$ cat config.mk
export PLATFORM = sky130hd
export DESIGN_NAME = apb_req_bridge_flat
export DESIGN_NICKNAME = d
export VERILOG_FILES = /design/src/rtl/apb_pkg.sv /design/src/rtl/apb_if.sv /design/src/rtl/apb_req_bridge.sv /design/src/flat_wrapper.sv
export SDC_FILE = /design/constraint.sdc
export NUM_CORES = 1
export LEC_CHECK = 0
export BUFFER_PORTS_ARGS = -buffer_cell sky130_fd_sc_hd__buf_2
export CAP_MARGIN = 10
export CORE_MARGIN = 5
export CORE_UTILIZATION = 40
export CTS_CLUSTER_SIZE = 30
export DETAILED_ROUTE_END_ITERATION = 10
export GPL_ROUTABILITY_DRIVEN = 0
export PLACE_DENSITY = 0.68
export SETUP_SLACK_MARGIN = 0.05
export SLEW_MARGIN = 0
export SYNTH_ARGS = -nofsm -noshare
export SYNTH_HDL_FRONTEND = slang
export SYNTH_SLANG_ARGS = --single-unit
$ cat constraint.sdc
create_clock -name clk -period 2.73 [get_ports clk]
set_input_delay 0.1365 -clock clk [delete_from_list [all_inputs] [get_ports clk]]
set_output_delay 0.1365 -clock clk [all_outputs]
set_load 0.1 [all_outputs]
$ cat src/rtl/apb_pkg.sv
// Shared APB definitions: master FSM states and protection field width.
package apb_pkg;

  typedef enum logic [1:0] {IDLE, SETUP, ACCESS, RESP} apb_mstate_t;

  localparam int APB_PROT_W = 3;

endpackage

$ cat src/rtl/apb_if.sv
// APB4 bus bundle. The master drives address phase and write data; the slave returns
// pready/prdata/pslverr.
interface APB
  import apb_pkg::*;
#(
  parameter int ADDR_WIDTH = 32,
  parameter int DATA_WIDTH = 32
) ();

  logic [ADDR_WIDTH-1:0]   paddr;
  logic [APB_PROT_W-1:0]   pprot;
  logic                    psel;
  logic                    penable;
  logic                    pwrite;
  logic [DATA_WIDTH-1:0]   pwdata;
  logic [DATA_WIDTH/8-1:0] pstrb;
  logic                    pready;
  logic [DATA_WIDTH-1:0]   prdata;
  logic                    pslverr;

  modport Master (
    output paddr, pprot, psel, penable, pwrite, pwdata, pstrb,
    input  pready, prdata, pslverr
  );

  modport Slave (
    input  paddr, pprot, psel, penable, pwrite, pwdata, pstrb,
    output pready, prdata, pslverr
  );

endinterface

$ cat src/rtl/apb_req_bridge.sv
// Bridges the core's valid/ready load/store request channel onto an APB4 master port.
// One transfer is in flight at a time; a pready timeout guarantees every request is
// answered on the response channel even if the addressed slave never responds.
module apb_req_bridge
  import apb_pkg::*;
#(
  parameter int ADDR_WIDTH     = 32,
  parameter int DATA_WIDTH     = 32,
  parameter int TIMEOUT_CYCLES = 256
) (
  input  logic                    clk,
  input  logic                    rst_n,
  input  logic                    req_valid,
  output logic                    req_ready,
  input  logic [ADDR_WIDTH-1:0]   req_addr,
  input  logic                    req_write,
  input  logic [DATA_WIDTH-1:0]   req_wdata,
  input  logic [DATA_WIDTH/8-1:0] req_strb,
  input  logic [APB_PROT_W-1:0]   req_prot,
  output logic                    rsp_valid,
  input  logic                    rsp_ready,
  output logic [DATA_WIDTH-1:0]   rsp_rdata,
  output logic                    rsp_err,
  APB.Master                      apb_m
);

  localparam int STRB_WIDTH  = DATA_WIDTH / 8;
  // Wide enough to hold TIMEOUT_CYCLES itself; a disabled timeout still gets one bit.
  localparam int TIMER_WIDTH = (TIMEOUT_CYCLES < 1) ? 1 : $clog2(TIMEOUT_CYCLES + 1);
  localparam bit TIMEOUT_EN  = (TIMEOUT_CYCLES != 0);
  localparam logic [TIMER_WIDTH-1:0] TIMER_LAST =
    TIMER_WIDTH'(TIMEOUT_EN ? TIMEOUT_CYCLES - 1 : 0);

  apb_mstate_t             state_reg, state_next;
  logic [ADDR_WIDTH-1:0]   paddr_reg;
  logic [APB_PROT_W-1:0]   pprot_reg;
  logic                    pwrite_reg;
  logic [DATA_WIDTH-1:0]   pwdata_reg;
  logic [STRB_WIDTH-1:0]   pstrb_reg;
  logic [TIMER_WIDTH-1:0]  timer_reg;
  logic [DATA_WIDTH-1:0]   rsp_rdata_reg;
  logic                    rsp_err_reg;

  logic psel_next;
  logic penable_next;
  logic access_done;
  logic timeout_hit;
  logic req_misaligned;

  // Only word-aligned accesses are forwarded to the bus.
  assign req_misaligned = (req_addr[1:0] != 2'b00);

  // Next-state decode plus the psel/penable phase signals for the current state.
  always_comb begin
    state_next   = state_reg;
    psel_next    = 1'b0;
    penable_next = 1'b0;
    access_done  = 1'b0;
    timeout_hit  = 1'b0;
    case (state_reg)
      IDLE: begin
        if (req_valid) begin
          state_next = req_misaligned ? RESP : SETUP;
        end
      end
      SETUP: begin
        psel_next  = 1'b1;
        state_next = ACCESS;
      end
      ACCESS: begin
        psel_next    = 1'b1;
        penable_next = 1'b1;
        // pready has priority over a timeout expiring in the same cycle.
        if (apb_m.pready) begin
          access_done = 1'b1;
          state_next  = RESP;
        end else if (TIMEOUT_EN && (timer_reg == TIMER_LAST)) begin
          timeout_hit = 1'b1;
          state_next  = RESP;
        end
      end
      RESP: begin
        if (rsp_ready) begin
          state_next = IDLE;
        end
      end
      default: state_next = IDLE;
    endcase
  end

  // State, latched request fields, timeout timer and response capture.
  always_ff @(posedge clk or negedge rst_n) begin
    if (!rst_n) begin
      state_reg     <= IDLE;
      paddr_reg     <= '0;
      pprot_reg     <= '0;
      pwrite_reg    <= 1'b0;
      pwdata_reg    <= '0;
      pstrb_reg     <= '0;
      timer_reg     <= '0;
      rsp_rdata_reg <= '0;
      rsp_err_reg   <= 1'b0;
    end else begin
      state_reg <= state_next;
      case (state_reg)
        IDLE: begin
          if (req_valid) begin
            paddr_reg  <= req_addr;
            pprot_reg  <= req_prot;
            pwrite_reg <= req_write;
            pwdata_reg <= req_wdata;
            pstrb_reg  <= req_write ? req_strb : '0;
            timer_reg  <= '0;
            if (req_misaligned) begin
              rsp_rdata_reg <= '0;
              rsp_err_reg   <= 1'b1;
            end
          end
        end
        ACCESS: begin
          timer_reg <= timer_reg + TIMER_WIDTH'(1);
          if (access_done) begin
            rsp_err_reg   <= apb_m.pslverr;
            // Writes and slave errors return zero data.
            rsp_rdata_reg <= (pwrite_reg || apb_m.pslverr) ? '0 : apb_m.prdata;
          end else if (timeout_hit) begin
            rsp_err_reg   <= 1'b1;
            rsp_rdata_reg <= '0;
          end
        end
        default: ;
      endcase
    end
  end

  assign req_ready = (state_reg == IDLE);
  assign rsp_valid = (state_reg == RESP);
  assign rsp_rdata = rsp_rdata_reg;
  assign rsp_err   = rsp_err_reg;

  assign apb_m.psel    = psel_next;
  assign apb_m.penable = penable_next;
  assign apb_m.paddr   = paddr_reg;
  assign apb_m.pprot   = pprot_reg;
  assign apb_m.pwrite  = pwrite_reg;
  assign apb_m.pwdata  = pwdata_reg;
  assign apb_m.pstrb   = pstrb_reg;

endmodule

$ cat src/flat_wrapper.sv
// flat-port wrapper written by rule: the top's interface ports become plain ports
module apb_req_bridge_flat import apb_pkg::*;
#(
  parameter int ADDR_WIDTH     = 32,
  parameter int DATA_WIDTH     = 32,
  parameter int TIMEOUT_CYCLES = 256
)
  (clk, rst_n, req_valid, req_ready, req_addr, req_write, req_wdata, req_strb, req_prot, rsp_valid, rsp_ready, rsp_rdata, rsp_err, apb_m_paddr, apb_m_pprot, apb_m_psel, apb_m_penable, apb_m_pwrite, apb_m_pwdata, apb_m_pstrb, apb_m_pready, apb_m_prdata, apb_m_pslverr);
  APB #(.ADDR_WIDTH(ADDR_WIDTH), .DATA_WIDTH(DATA_WIDTH)) apb_m_i ();
  input  logic clk;
  input  logic rst_n;
  input  logic req_valid;
  output logic req_ready;
  input  logic [ADDR_WIDTH-1:0] req_addr;
  input  logic req_write;
  input  logic [DATA_WIDTH-1:0] req_wdata;
  input  logic [DATA_WIDTH/8-1:0] req_strb;
  input  logic [APB_PROT_W-1:0] req_prot;
  output logic rsp_valid;
  input  logic rsp_ready;
  output logic [DATA_WIDTH-1:0] rsp_rdata;
  output logic rsp_err;
  output wire logic [$bits(apb_m_i.paddr)-1:0] apb_m_paddr;
  output wire logic [$bits(apb_m_i.pprot)-1:0] apb_m_pprot;
  output wire logic [$bits(apb_m_i.psel)-1:0] apb_m_psel;
  output wire logic [$bits(apb_m_i.penable)-1:0] apb_m_penable;
  output wire logic [$bits(apb_m_i.pwrite)-1:0] apb_m_pwrite;
  output wire logic [$bits(apb_m_i.pwdata)-1:0] apb_m_pwdata;
  output wire logic [$bits(apb_m_i.pstrb)-1:0] apb_m_pstrb;
  input wire logic [$bits(apb_m_i.pready)-1:0] apb_m_pready;
  input wire logic [$bits(apb_m_i.prdata)-1:0] apb_m_prdata;
  input wire logic [$bits(apb_m_i.pslverr)-1:0] apb_m_pslverr;
  assign apb_m_paddr = apb_m_i.paddr;
  assign apb_m_pprot = apb_m_i.pprot;
  assign apb_m_psel = apb_m_i.psel;
  assign apb_m_penable = apb_m_i.penable;
  assign apb_m_pwrite = apb_m_i.pwrite;
  assign apb_m_pwdata = apb_m_i.pwdata;
  assign apb_m_pstrb = apb_m_i.pstrb;
  assign apb_m_i.pready = apb_m_pready;
  assign apb_m_i.prdata = apb_m_prdata;
  assign apb_m_i.pslverr = apb_m_pslverr;
  apb_req_bridge #(.ADDR_WIDTH(ADDR_WIDTH), .DATA_WIDTH(DATA_WIDTH), .TIMEOUT_CYCLES(TIMEOUT_CYCLES)) u_core (.clk(clk), .rst_n(rst_n), .req_valid(req_valid), .req_ready(req_ready), .req_addr(req_addr), .req_write(req_write), .req_wdata(req_wdata), .req_strb(req_strb), .req_prot(req_prot), .rsp_valid(rsp_valid), .rsp_ready(rsp_ready), .rsp_rdata(rsp_rdata), .rsp_err(rsp_err), .apb_m(apb_m_i));
endmodule
== Word-level counts from Yosys, hierarchy flattened ==
Index checks and enable logic that the tools add are counted.

* Register bits: 116
* Output and inout port bits: 109
* Word-level logic and storage cells: 55

* Add/sub/neg operators: 1
* Eq/ne operators: 9
* Multiplexer cells: 27
* Reduce and logical (&&, ||, !) cells: 9

{| class="wikitable"
|+ Operators by type and width
! kind !! count
|-
| $mux 32 || 5
|-
| $pmux 32 s2 || 1
|-
| $pmux 9 s2 || 1
|-
| $mux 1 || 11
|-
| $mux 2 || 5
|-
| $add 9x1->9 const B || 1
|-
| $eq 9x8->1 const B || 1
|-
| $mux 9 || 1
|-
| $pmux 2 s4 || 1
|-
| $eq 2x2->1 const B || 2
|-
| $mux 4 || 1
|-
| $ne 2x1->1 const B || 2
|-
| $reduce_and 2->1 || 2
|-
| $reduce_and 4->1 || 1
|-
| $reduce_bool 2->1 || 2
|-
| $ne 3x1->1 const B || 1
|-
| $ne 3x2->1 const B || 1
|-
| $reduce_and 3->1 || 1
|-
| $eq 2x1->1 const B || 1
|-
| $logic_not 2->1 || 1
|-
| $ne 2x2->1 const B || 1
|-
| $pmux 1 s2 || 1
|-
| $reduce_or 2->1 || 1
|-
| $logic_or 1x1->1 || 1
|}

== Longest topological paths before layout ==
* Depth in word-level cells: 7
* Depth in mapped cells: 8

== Least setup slack after synthesis ==
Ideal clock, no wire load.

* Path kind: register to register
* Start point: reg u_core.state_reg[0]
* End point: reg u_core.rsp_err_reg, in the netlist u_core.rsp_err
* Setup time: 0.128 ns
* Data arrival time: 2.391 ns
* Path slack: 0.211 ns
* Stages on the path, launching flop included: 7
* Path buffers: 1
* Period minus slack after synthesis: 2.519 ns
* Cell sequence: dfrtp_1 > inv_1 > ha_1 > buf_4 > mux2i_2 > nor3_4 > mux2_1

* Elaborated cells between the ends (all ways): 11
* Classes of those cells: eq/ne: 4; mux: 4; reduce/logical: 3

{| class="wikitable"
|+ RTL lines
! element !! RTL line !! text
|-
| start, declared || apb_req_bridge.sv:34 || <nowiki>apb_mstate_t state_reg, state_next;</nowiki>
|-
| start signal, assigned || apb_req_bridge.sv:104 || <nowiki>state_reg <= state_next;</nowiki>
|-
| $logic_not 2->1 * || - ||
|-
| named net req_ready || flat_wrapper.sv:13 || <nowiki>output logic req_ready;</nowiki>
|-
| $ne 2x1->1 (no source line) (tied with other cells) || - ||
|-
| $reduce_and 4->1 (no source line) || - ||
|-
| end signal, assigned || apb_req_bridge.sv:123 || <nowiki>rsp_err_reg <= apb_m.pslverr;</nowiki>
|-
| end, declared || apb_req_bridge.sv:42 || <nowiki>logic rsp_err_reg;</nowiki>
|}

The timed path passes the listed nets; every way through them passes the cells marked *.
A chain may end at the register's enable or synchronous reset.

== Worst setup path after layout ==
* Start point: reg u_core.state_reg[0]
* End point: reg u_core.rsp_rdata_reg[14], in the netlist u_core.rsp_rdata[14]

* Word-level cells in the longest chain between the ends: 4
* Elaborated cells between the ends (all ways): 11
* Classes of those cells: eq/ne: 4; mux: 4; reduce/logical: 3

{| class="wikitable"
|+ Ends and longest elaborated chain
! element !! RTL line !! text
|-
| $eq 2x2->1 || apb_req_bridge.sv:60, apb_req_bridge.sv:105 ||
|-
| $mux 1 || apb_req_bridge.sv:60 || <nowiki>case (state_reg)</nowiki>
|-
| $ne 3x1->1 (no source line) or $mux 32 (tied branches) || - ||
|-
| $reduce_and 4->1 (no source line) or $pmux 32 s2 (tied branches) || - ||
|-
| end signal, assigned || apb_req_bridge.sv:125 || <nowiki>rsp_rdata_reg <= (pwrite_reg || apb_m.pslverr) ? '0 : apb_m.prdata;</nowiki>
|-
| end, declared || apb_req_bridge.sv:41 || <nowiki>logic [DATA_WIDTH-1:0] rsp_rdata_reg;</nowiki>
|}

Several ways; a longest one is shown, not always the timed one.

==> flow_metrics.tcl <==
set metrics [dict create \
    finalSetupViolCount 0 \
    yosysWarningCount 0 \
    cts_htree_levels 4 \
    numPortBuffers 218 \
    reg2reg_to "u_core.rsp_rdata[14]" \
    vias_per_cell 4.71 \
    slew_headroom_pct 59.9 \
    synthCells 366 \
    clk_pin_slew_ns 0.05 \
    outcome "complete, no violations" \
    layout_commonest_cell "buf_2" \
    path_cells "inv_1 -> ha_1 -> mux2i_2 -> buf_4 -> nor3_4 -> buf_12 -> mux2i_1" \
    path_class "reg2reg" \
    rows 40 \
    max_cap_viol_count 0 \
    cp_max_fo 32 \
    rsz0062_at_grt "false" \
    tns_ns 0 \
    drtPass1Iterations 4 \
    cts_tree "built" \
    min_period_over_period_pct 75.5 \
    via_count 4030 \
    cts_buffers 17 \
    path_delay_family "buffers and inverters" \
    cts-root-buf "clkbuf_16" \
    die_h_um 119 \
    wl_met2_um 7020 \
    drive_above_1_share_pct 46.1 \
    cts.sinks 116 \
    arrival_ns 2.38 \
    dpl.hpwl_um 8820 \
    worstSetupEndpointType "flip-flop" \
    required_ns 3.05 \
    worstSkewPairLatency_ns 0.41 \
    ios 219 \
    core_um2 11900 \
    hold_class "in2reg" \
    multi_input_area_um2 1660 \
    routed.top_layer "met4" \
    ys_seq_area_share_pct 60.7 \
    synth.net_count 481 \
    syn2layout_area_growth_pct 61.3 \
    grt_max_degree 50 \
    grt_antenna_before_repair 0 \
    die_w_um 119 \
    ff2ff_setup_slack_ns 0.67 \
    avgRoutedWirePerCell_um 16.4 \
    nets 812 \
    finalMaxSlewViolations 0 \
    slowest_delay_ns 0.40 \
    layout_common_cells "buf_2, dfrtp_1, dlygate4sd3_1" \
    final-seq-area_um2 2900 \
    dieArea_um2 14200 \
    critPathSlowestCell "dfrtp_1" \
    avgSynthCellArea_um2 13.1 \
    cts_max_path_buffers 2 \
    critPathBufInv 3 \
    ant_nets 0 \
    ff2ff_path_depth 7 \
    drc 0 \
    hp-start "req_write" \
    met3_length_um 1310 \
    hold_end "u_core.apb_m.pstrb[0]" \
    holdPathStages 3 \
    first_global_vias 4465 \
    diodes 0 \
    worst_pin_slew_ns 0.602 \
    synth_cell_types 31 \
    max_freq_mhz 485 \
    drt_iter0_markers 189 \
    start_util_pct 40.3 \
    grt_first_pass_wirelength_um 22600 \
    critPathLaunchType "flip-flop" \
    fill_cells 843 \
    overflow 0 \
    regToRegStartpoint "u_core.state_reg[0]" \
    wl_um 14000 \
    fin_crit_ns 2.06 \
    met1_length_um 5370 \
    grt_usage_pct 20.2 \
    hold_viol 0 \
    ys_seq_elements 116 \
    synth.cell_area_um2 4780 \
    skew_ns 0.00368 \
]
[logic make-up (layout without fill, tap and decap cells)]
group,Yosys count,in the layout,share of synthesized area [%]
AO/OA/AOI/OAI,21,21,2.67
flip-flops,116,116,60.7
adder cells (fa/ha/maj),5,5,1.31
buffers and inverters,54,397,5.10
multiplexers,103,103,23.5
AND/OR/NAND/NOR,67,67,6.73
[through the flow]
step	cell area, um2	cells	hold WS [ns]	setup WS [ns]	utilization (%)
6_report	7710	856	0.0242	0.668	65.0
5_1_grt	7710	856	0.0273	0.543	65.0
4_1_cts	7710	856	0.00505	0.701	65.0
3_5_place_dp	6080	721	0.186	0.712	51.2
3_3_place_gp	6080	721	0.181	0.824	51.2
2_1_floorplan	4780	366	-0.159	0.211	-
[metal layers]
metal	GRT usage (%)	vias to the layer above
met2	34.6	194
met4	8.16	0
li1	-	1888
met1	22.1	1920
met5	0	-
met3	8.31	28
[synthesized netlist by cell type]
library cell | count | area [um2]
buf_6 | 3 | 33.8
buf_4 | 1 | 7.51
clkbuf_1 | 1 | 3.75
nand4_1 | 1 | 6.26
or4_1 | 4 | 30.0
ha_1 | 5 | 62.6
buf_2 | 12 | 60.1
mux2i_1 | 33 | 330
dfrtp_1 | 116 | 2900
o21ai_0 | 8 | 40.0
nor3b_1 | 1 | 7.51
inv_1 | 37 | 139
o21bai_1 | 1 | 7.51
nand2b_1 | 1 | 6.26
mux2_2 | 68 | 766
nand3_1 | 3 | 15.0
nor4bb_1 | 1 | 10.0
nand2_1 | 46 | 173
a32o_1 | 1 | 10.0
nor3_4 | 1 | 16.3
nor2b_1 | 2 | 12.5
o31ai_1 | 4 | 30.0
nor3_1 | 1 | 5.00
or3_1 | 2 | 12.5
mux2_1 | 1 | 11.3
mux2i_2 | 1 | 13.8
nor2_1 | 2 | 7.51
a21oi_1 | 6 | 30.0
o32a_1 | 1 | 10.0
nand3b_1 | 1 | 7.51
nor3b_2 | 1 | 12.5
[timing repair]
action	CTS	global route
hold buffers	104	0
resized for setup	0	0
setup buffers	0	0
hold endpoints to repair	148	0
[how the worst max path moves through the flow]
stage	start	end	cells after the start
final	u_core.state_reg[0]	u_core.rsp_rdata[14]	7
after global routing	u_core.state_reg[1]	u_core.rsp_rdata[14]	7
after CTS	u_core.state_reg[0]	u_core.rsp_rdata[31]	7
after detailed placement	u_core.state_reg[0]	u_core.rsp_rdata[11]	7
after global placement	u_core.state_reg[0]	u_core.apb_m.pwdata[28]	5
after floorplan	u_core.state_reg[0]	u_core.rsp_err	6
[worst reg2reg max path: cells and delay by family, from the launching register on]
family / cells / cell delay (ns)
buffers and inverters: 3 / 0.55
muxes: 2 / 0.40
adders and majority gates: 1 / 0.36
and+or+nand+nor: 1 / 0.26
DFF: 1 / 0.40
[cell type report]
cell class / count / area share [%]
flip-flops and latches: 116 / 37.7
repair buffers: 329 / 29.0
multi-input cells: 196 / 21.5
clock buffers: 21 / 5.97
well taps: 147 / 2.39
inverters: 37 / 1.80
clock inverters: 10 / 1.70
Power is not shown: default switching activity piles up to over one toggle a cycle in this logic, so the estimate is an artifact.
